### src/rtl/soundgen_pkg.sv
`default_nettype none
// ============================================================================
//  Module      : soundgen_pkg
//  Description : Shared types and constant tables for the tt_um_soundgen
//                melody sequencer: FSM state encoding, song table entry
//                format, the melody itself and the pitch -> period table.
//  Macros      : none (SEQ_LOOP_EN is consumed by note_sequencer)
//  Revision    : 1.0 - initial release
// ============================================================================
package soundgen_pkg;

    // Sequencer states
    typedef enum logic [1:0] {
        IDLE = 2'd0,
        LOAD = 2'd1,
        PLAY = 2'd2
    } seq_state_e;

    // One song table entry, packed as {pitch[3:0], dur[3:0]}.
    // pitch 0 is a rest; dur is the slot length in beats minus one.
    typedef struct packed {
        logic [3:0] pitch;
        logic [3:0] dur;
    } note_t;

    // Melody, played from index 0 upwards.
    localparam note_t SONG_ROM [16] = '{
        '{4'd5,  4'd0},
        '{4'd0,  4'd1},
        '{4'd8,  4'd0},
        '{4'd12, 4'd1},
        '{4'd10, 4'd0},
        '{4'd8,  4'd0},
        '{4'd5,  4'd1},
        '{4'd0,  4'd0},
        '{4'd3,  4'd0},
        '{4'd5,  4'd0},
        '{4'd6,  4'd1},
        '{4'd0,  4'd0},
        '{4'd8,  4'd0},
        '{4'd6,  4'd0},
        '{4'd5,  4'd0},
        '{4'd1,  4'd3}
    };

    // Half-period counts at a 10 MHz clock, C4 upwards. Entry 0 (rest) is 0.
    localparam logic [15:0] PERIOD_LUT [16] = '{
        16'd0,
        16'd19111, 16'd17026, 16'd15168, 16'd14317, 16'd12755,
        16'd11364, 16'd10124, 16'd9556,  16'd8513,  16'd7584,
        16'd7159,  16'd6378,  16'd5682,  16'd5062,  16'd4778
    };

endpackage : soundgen_pkg
`default_nettype wire

### src/rtl/note_period_lut.sv
`default_nettype none
// ============================================================================
//  Module      : note_period_lut
//  Description : Combinational pitch index -> tone half-period lookup.
//  Ports       : pitch_i  [3:0]          pitch index (0 = rest)
//                period_o [PERIOD_W-1:0] half-period count, 0 for a rest
//  Revision    : 1.0 - initial release
// ============================================================================
module note_period_lut
    import soundgen_pkg::*;
#(
    parameter int PERIOD_W = 16
) (
    input  logic [3:0]          pitch_i,
    output logic [PERIOD_W-1:0] period_o
);

    assign period_o = PERIOD_W'(PERIOD_LUT[pitch_i]);

endmodule : note_period_lut
`default_nettype wire

### src/rtl/note_sequencer.sv
`default_nettype none
// ============================================================================
//  Module      : note_sequencer
//  Description : Plays the fixed melody in soundgen_pkg::SONG_ROM by driving
//                the tone generator. Each step loads a pitch period, sounds
//                it, then leaves GAP_CYCLES of silence at the end of its slot.
//  Macros      : SEQ_LOOP_EN - when defined the melody repeats forever and
//                done never pulses; otherwise playback stops after the last
//                step with a one-cycle done pulse.
//  Ports       : clk, rst_n          clock, async active-low reset
//                start, stop         control pulses (stop has priority)
//                busy, done          status
//                tone_en             tone generator gate
//                tone_period         half-period count, 0 when silent/idle
//                tone_strobe         pulse on every period reload
//                note_idx [3:0]      step currently playing
//  Revision    : 1.0 - initial release
// ============================================================================
module note_sequencer
    import soundgen_pkg::*;
#(
    parameter int BEAT_DIV   = 1250000,
    parameter int GAP_CYCLES = 250000,
    parameter int SONG_LEN   = 16,
    parameter int PERIOD_W   = 16
) (
    input  logic                clk,
    input  logic                rst_n,
    input  logic                start,
    input  logic                stop,
    output logic                busy,
    output logic                done,
    output logic                tone_en,
    output logic [PERIOD_W-1:0] tone_period,
    output logic                tone_strobe,
    output logic [3:0]          note_idx
);

    localparam int         SLOT_W   = $clog2(16 * BEAT_DIV);
    localparam logic [1:0] S_IDLE   = IDLE;
    localparam logic [1:0] S_LOAD   = LOAD;
    localparam logic [1:0] S_PLAY   = PLAY;
    localparam logic [3:0] LAST_STEP = 4'(SONG_LEN - 1);

    logic [1:0]          state_q,       state_d;
    logic [3:0]          step_q,        step_d;
    logic [SLOT_W-1:0]   slot_cnt_q,    slot_cnt_d;
    logic                busy_q,        busy_d;
    logic                done_q,        done_d;
    logic                tone_en_q,     tone_en_d;
    logic [PERIOD_W-1:0] tone_period_q, tone_period_d;
    logic                tone_strobe_q, tone_strobe_d;
    logic [3:0]          note_idx_q,    note_idx_d;

    note_t               w_note;
    logic [PERIOD_W-1:0] w_period;
    logic [31:0]         w_slot_len;
    logic                w_slot_end;
    logic                w_sound;

    // The step index is stable for a whole slot, so the table entry can be
    // read combinationally in both LOAD and PLAY.
    assign w_note = SONG_ROM[step_q];

    note_period_lut #(
        .PERIOD_W (PERIOD_W)
    ) u_lut (
        .pitch_i  (w_note.pitch),
        .period_o (w_period)
    );

    // slot_cnt_q is 0 during LOAD, so it equals the slot cycle index.
    // tone_en is registered: deciding at index k makes it visible at k+1,
    // giving exactly SLOT-GAP_CYCLES sounding cycles from index 1.
    assign w_slot_len = (32'(w_note.dur) + 32'd1) * 32'(BEAT_DIV);
    assign w_slot_end = (32'(slot_cnt_q) == (w_slot_len - 32'd1));
    assign w_sound    = (w_note.pitch != 4'd0) &&
                        (32'(slot_cnt_q) < (w_slot_len - 32'(GAP_CYCLES)));

    always_comb begin
        state_d       = state_q;
        step_d        = step_q;
        slot_cnt_d    = slot_cnt_q;
        busy_d        = busy_q;
        done_d        = 1'b0;
        tone_en_d     = tone_en_q;
        tone_period_d = tone_period_q;
        tone_strobe_d = 1'b0;
        note_idx_d    = note_idx_q;

        case (state_q)
            S_IDLE: begin
                if (start && !stop) begin
                    state_d    = S_LOAD;
                    step_d     = 4'd0;
                    slot_cnt_d = '0;
                    busy_d     = 1'b1;
                end
            end

            S_LOAD: begin
                state_d       = S_PLAY;
                slot_cnt_d    = SLOT_W'(1);
                tone_period_d = w_period;
                tone_strobe_d = 1'b1;
                note_idx_d    = step_q;
                tone_en_d     = w_sound;
            end

            S_PLAY: begin
                tone_en_d = w_sound;
                if (w_slot_end) begin
                    if (step_q != LAST_STEP) begin
                        step_d     = 4'(step_q + 4'd1);
                        state_d    = S_LOAD;
                        slot_cnt_d = '0;
                    end else begin
`ifdef SEQ_LOOP_EN
                        step_d     = 4'd0;
                        state_d    = S_LOAD;
                        slot_cnt_d = '0;
`else
                        state_d       = S_IDLE;
                        busy_d        = 1'b0;
                        done_d        = 1'b1;
                        tone_en_d     = 1'b0;
                        tone_period_d = '0;
`endif
                    end
                end else begin
                    slot_cnt_d = slot_cnt_q + SLOT_W'(1);
                end
            end

            default: begin
                state_d = S_IDLE;
            end
        endcase

        // Abort overrides everything above, including a coincident start.
        if (stop && (state_q != S_IDLE)) begin
            state_d       = S_IDLE;
            slot_cnt_d    = '0;
            busy_d        = 1'b0;
            done_d        = 1'b0;
            tone_en_d     = 1'b0;
            tone_period_d = '0;
            tone_strobe_d = 1'b0;
        end
    end

    always_ff @(posedge clk or negedge rst_n) begin
        if (!rst_n) begin
            state_q       <= S_IDLE;
            step_q        <= 4'd0;
            slot_cnt_q    <= '0;
            busy_q        <= 1'b0;
            done_q        <= 1'b0;
            tone_en_q     <= 1'b0;
            tone_period_q <= '0;
            tone_strobe_q <= 1'b0;
            note_idx_q    <= 4'd0;
        end else begin
            state_q       <= state_d;
            step_q        <= step_d;
            slot_cnt_q    <= slot_cnt_d;
            busy_q        <= busy_d;
            done_q        <= done_d;
            tone_en_q     <= tone_en_d;
            tone_period_q <= tone_period_d;
            tone_strobe_q <= tone_strobe_d;
            note_idx_q    <= note_idx_d;
        end
    end

    assign busy        = busy_q;
    assign done        = done_q;
    assign tone_en     = tone_en_q;
    assign tone_period = tone_period_q;
    assign tone_strobe = tone_strobe_q;
    assign note_idx    = note_idx_q;

endmodule : note_sequencer
`default_nettype wire

### config.mk
export PLATFORM = sky130hd
export DESIGN_NAME = note_sequencer
export DESIGN_NICKNAME = d
export VERILOG_FILES = /design/src/rtl/soundgen_pkg.sv /design/src/rtl/note_period_lut.sv /design/src/rtl/note_sequencer.sv
export SDC_FILE = /design/constraint.sdc
export NUM_CORES = 1
export LEC_CHECK = 0
export BUFFER_PORTS_ARGS = -buffer_cell sky130_fd_sc_hd__clkbuf_2
export CORE_MARGIN = 2
export CORE_UTILIZATION = 45
export DETAILED_ROUTE_END_ITERATION = 6
export HOLD_SLACK_MARGIN = 0.12
export PLACE_DENSITY_LB_ADDON = 0.3
export SKIP_CTS_REPAIR_TIMING = 1
export SKIP_LAST_GASP = 1
export SLEW_MARGIN = 5
export SYNTH_ARGS = -nofsm -noshare
export SYNTH_HDL_FRONTEND = slang
export SYNTH_HIERARCHICAL = 1
export SYNTH_SLANG_ARGS = --single-unit
### constraint.sdc
create_clock -name clk -period 9.8 [get_ports clk]
set_clock_uncertainty 0.05 [all_clocks]
set_input_delay 0.49 -clock clk [delete_from_list [all_inputs] [get_ports clk]]
set_output_delay 0.49 -clock clk [all_outputs]
set_load 0.02 [all_outputs]
==> key figures <==
Worst setup path
  – Critical path arrival: 4.51 ns
  – CP Launch Type: flop
  – CP max FO: 21
  – Worst reg2reg path startpoint: step_q[0]
  – Reg2Reg Depth: 12
  – RR Endpoint: slot_cnt_q[12]
  – CP required: 9.96 ns
  – Setup crit end kind: flop
  – CP Cell Sequence: inv_1 > ha_1 > mux2i_1 > mux2i_4 > inv_1 > ha_1 > nand4bb_1 > or4_4 > nor3_4 > and3_1 > nor3_1 > a211o_1
  – Critical path's slowest cell: and3_1
  – WS Path Type: flop to flop
  – CP max stage delay: 0.77 ns
  – R2R Setup Slk: roughly 5.4 ns

STA
  – RSZ-0062 raised after global routing: false
  – Slew @ Worst Pin: ~1.0 ns
  – Max-slew violation count: 0
  – F_max: 230 MHz
  – Slew margin rel.: 32.5%
  – Final critical-path share of the clock period: about 44%
  – Min Clock Period, post-route: 4.35 ns
  – Final Hold Viols: 0
  – TNS Setup: 0 ns
  – Final Setup Violations: 0

Synthesis
  – FF+latch count, synth: between 50 and 60
  – Xor/xnor share of the synthesized area: 0.593%
  – Synth Instances: 487
  – Complex-gate fraction of the synthesized area: 21.5%
  – Largest cells by area after synthesis: dfrtp_1, ha_1, nand4_1
  – EDFF count, synth: 0
  – Mapped Area: around 4400 µm²
  – Main synth FF type: dfrtp_1
  – Mux cell area share after synthesis: ~4.2%
  – Post-synth top area share: between 30% and 40%
  – Synthesized-area fraction occupied by adder cells: 13.3%
  – Seq/Total Area, Yosys: between 30% and 40%
  – Syn_nets: 538
  – Area leader, netlist: dfrtp_1
  – Syn avg cell area: 9.10 µm²
  – Asr flop ratio synth: 100%
  – Syn. warnings: 6
  – Largest family of logic cells by synthesized area: simple AND/OR/NAND/NOR gates
  – Synth cell types: between 60 and 70
  – Synth Area in Simple Gates: 24.2%

Finish
  – Nets: around 550
  – Ant diodes: 0
  – Post-Layout Cell Count: 631
  – Area Overhead vs Synth: 6.63%
  – Share of layout cells above drive strength 1: 11.8%

Route
  – Top layer used by detailed routing: met4
  – Routed WL per cell: 16.7 µm
  – Detail Route Antenna Nets: 0
  – Met2 WL: approximately 5.1 mm
  – Metal-1 WL: 4.92 mm
  – First-pass DRT Iterations: 4
  – Metal3 WL: slightly above 400 µm
  – DRC: 0
  – DRT iter0 DRCs: 338
  – Via count: 3834
  – DRT Wirelength: 10.5 mm
  – Via density: 6.08

Die
  – Core box area: 9680 µm²
  – Effective utilization at floorplan: 45.8%
  – Die extent in y: just over 100 µm
  – Die width: 103 µm
  – # IOs: 28
  – Die area: 10700 µm²
  – Row Count: 36

CTS
  – CTS tree: yes
  – Clk slew on worst S/H paths: 0.10 ns
  – Root Driver: clkbuf_8
  – CTS Buf Count: 5
  – Bufs on Longest Clock Path: 2
  – Clock Latency Late Sink: 0.32 ns
  – CTS H-Tree Depth: 2
  – Clock tree sinks: 55

Power
  – Power per cell area: 148 nW/µm²
  – VDD IR max: roughly 0.00015 V
  – Lkg Pwr: 2.25 nW

Placed design
  – Placed cells: between 600 and 700
  – Port bufs: 27
  – Dpl hpwl: roughly 7.5 mm
  – Routability cong.: 0.898

Global routing
  – First-pass GRT wire length: about 17 mm
  – Vias in the first global route: 3500
  – GRT overflow: 0
  – Pin count of the biggest net entering global routing: 56
  – Antenna violations before repair: 0
  – GRT Total Usage: 20.4%

Hold path
  – HP Class: input pin to asynchronous set/reset pin

Job
  – Max capacitance violation total: 0

Run status
  – Run status: finished clean
==> cells in the final DEF (no fill, tap or decap), types with 7 or more instances in the layout <==
master | Yosys | final
a21o_1 | 21 | 21
a21oi_1 | 19 | 19
a22o_1 | 18 | 18
clkbuf_2 | 0 | 27
dfrtp_1 | 55 | 55
ha_1 | 47 | 47
inv_1 | 21 | 21
nand2_1 | 39 | 39
nand2b_1 | 8 | 8
nand3_1 | 14 | 14
nand4_1 | 26 | 26
nor2_1 | 18 | 18
nor3_1 | 12 | 11
o21ai_0 | 23 | 22
o31ai_1 | 7 | 7
or3_1 | 10 | 10
or4_1 | 9 | 9
==> critical path: cells and delay by family (launching register included) <==
kind	cells	cell delay, ns
multiplexers	2	0.57
AO/OA/AOI/OAI	1	0.29
flip-flops	1	0.47
AND/OR/NAND/NOR	5	1.96
adder cells (fa/ha/maj)	2	0.60
buffers and inverters	2	0.29
==> Yosys cell counts (6+ instances only) <==
library cell / n
or4_1: 9
nand3_1: 14
a221o_1: 6
buf_2: 9
a22o_1: 18
nor2_1: 18
mux2i_1: 6
a21oi_1: 19
o2111ai_1: 6
ha_1: 47
o31ai_1: 7
o21ai_0: 23
mux2_2: 6
nand2b_1: 8
inv_1: 21
nand4_1: 26
a21o_1: 21
nor3_1: 12
dfrtp_1: 55
nand2_1: 39
clkbuf_1: 15
and2_1: 6
or3_1: 10
==> report_power, final <==
group	total, W	internal [W]	switching [W]
clock network	0.000134	0.0000581	0.0000763
registers	0.000277	0.000258	0.0000193
logic	0.000286	0.0000954	0.000191
==> final cells by class <==
type / instances / area, µm²
clock buffers: 7 / 86.3
clock inverters: 1 / 8.76
fillers: 921 / 4960
inverters: 21 / 78.8
multi-input cells: 383 / 2840
flip-flops and latches: 55 / 1380
well taps: 133 / 166
repair buffers: 31 / 165
==> kinds of logic (layout without fill, tap and decap cells) <==
| kind of cell | count (synthesis) | count (layout) |
|---|---|---|
| AND/OR/NAND/NOR | 185 | 185 |
| multiplexers | 15 | 15 |
| flip-flops | 55 | 55 |
| AO/OA/AOI/OAI | 131 | 131 |
| XOR/XNOR | 3 | 3 |
| buffers and inverters | 49 | 60 |
| adder cells (fa/ha/maj) | 47 | 47 |
| other | 2 | 2 |
==> per-layer routing <==
metal / track usage, % / up-vias
met5: 0 / -
met4: 4.55 / 0
met3: 2.76 / 8
met2: 34.2 / 73
met1: 28.3 / 1883
li1: - / 1870
==> registers in the layout (all words and copies together), names as in the netlist <==
name / flops
tone_period: 16
slot_cnt_q: 25
busy: 1
state_q: 2
tone_strobe: 1
tone_en: 1
note_idx: 4
step_q: 4
done: 1
==> stage by stage <==
stage               setup WS [ns]  total power (W)  utilization, %  hold WS [ns]  area [µm²]
floorplan                    6.18         0.000497               -         0.144        4430
CTS                          5.46         0.000708            48.8         0.294        4730
finish                       5.45         0.000698            48.8         0.255        4730
detailed placement           5.50         0.000570            47.8         0.432        4630
global route                 5.16         0.000750            48.8         0.328        4730
global placement             5.66         0.000564            47.8         0.432        4630
==> worst max path at each step <==
stage               slack, ns              to  depth (start not counted)      start
floorplan                6.18         tone_en                         17  step_q[0]
global placement         5.66  slot_cnt_q[12]                         12  step_q[0]
detailed placement       5.50  slot_cnt_q[12]                         12  step_q[0]
CTS                      5.46  slot_cnt_q[12]                         12  step_q[0]
global route             5.16   slot_cnt_q[5]                         12  step_q[0]
finish                   5.45  slot_cnt_q[12]                         12  step_q[0]
Note: power is estimated with default switching activity, not from simulation.
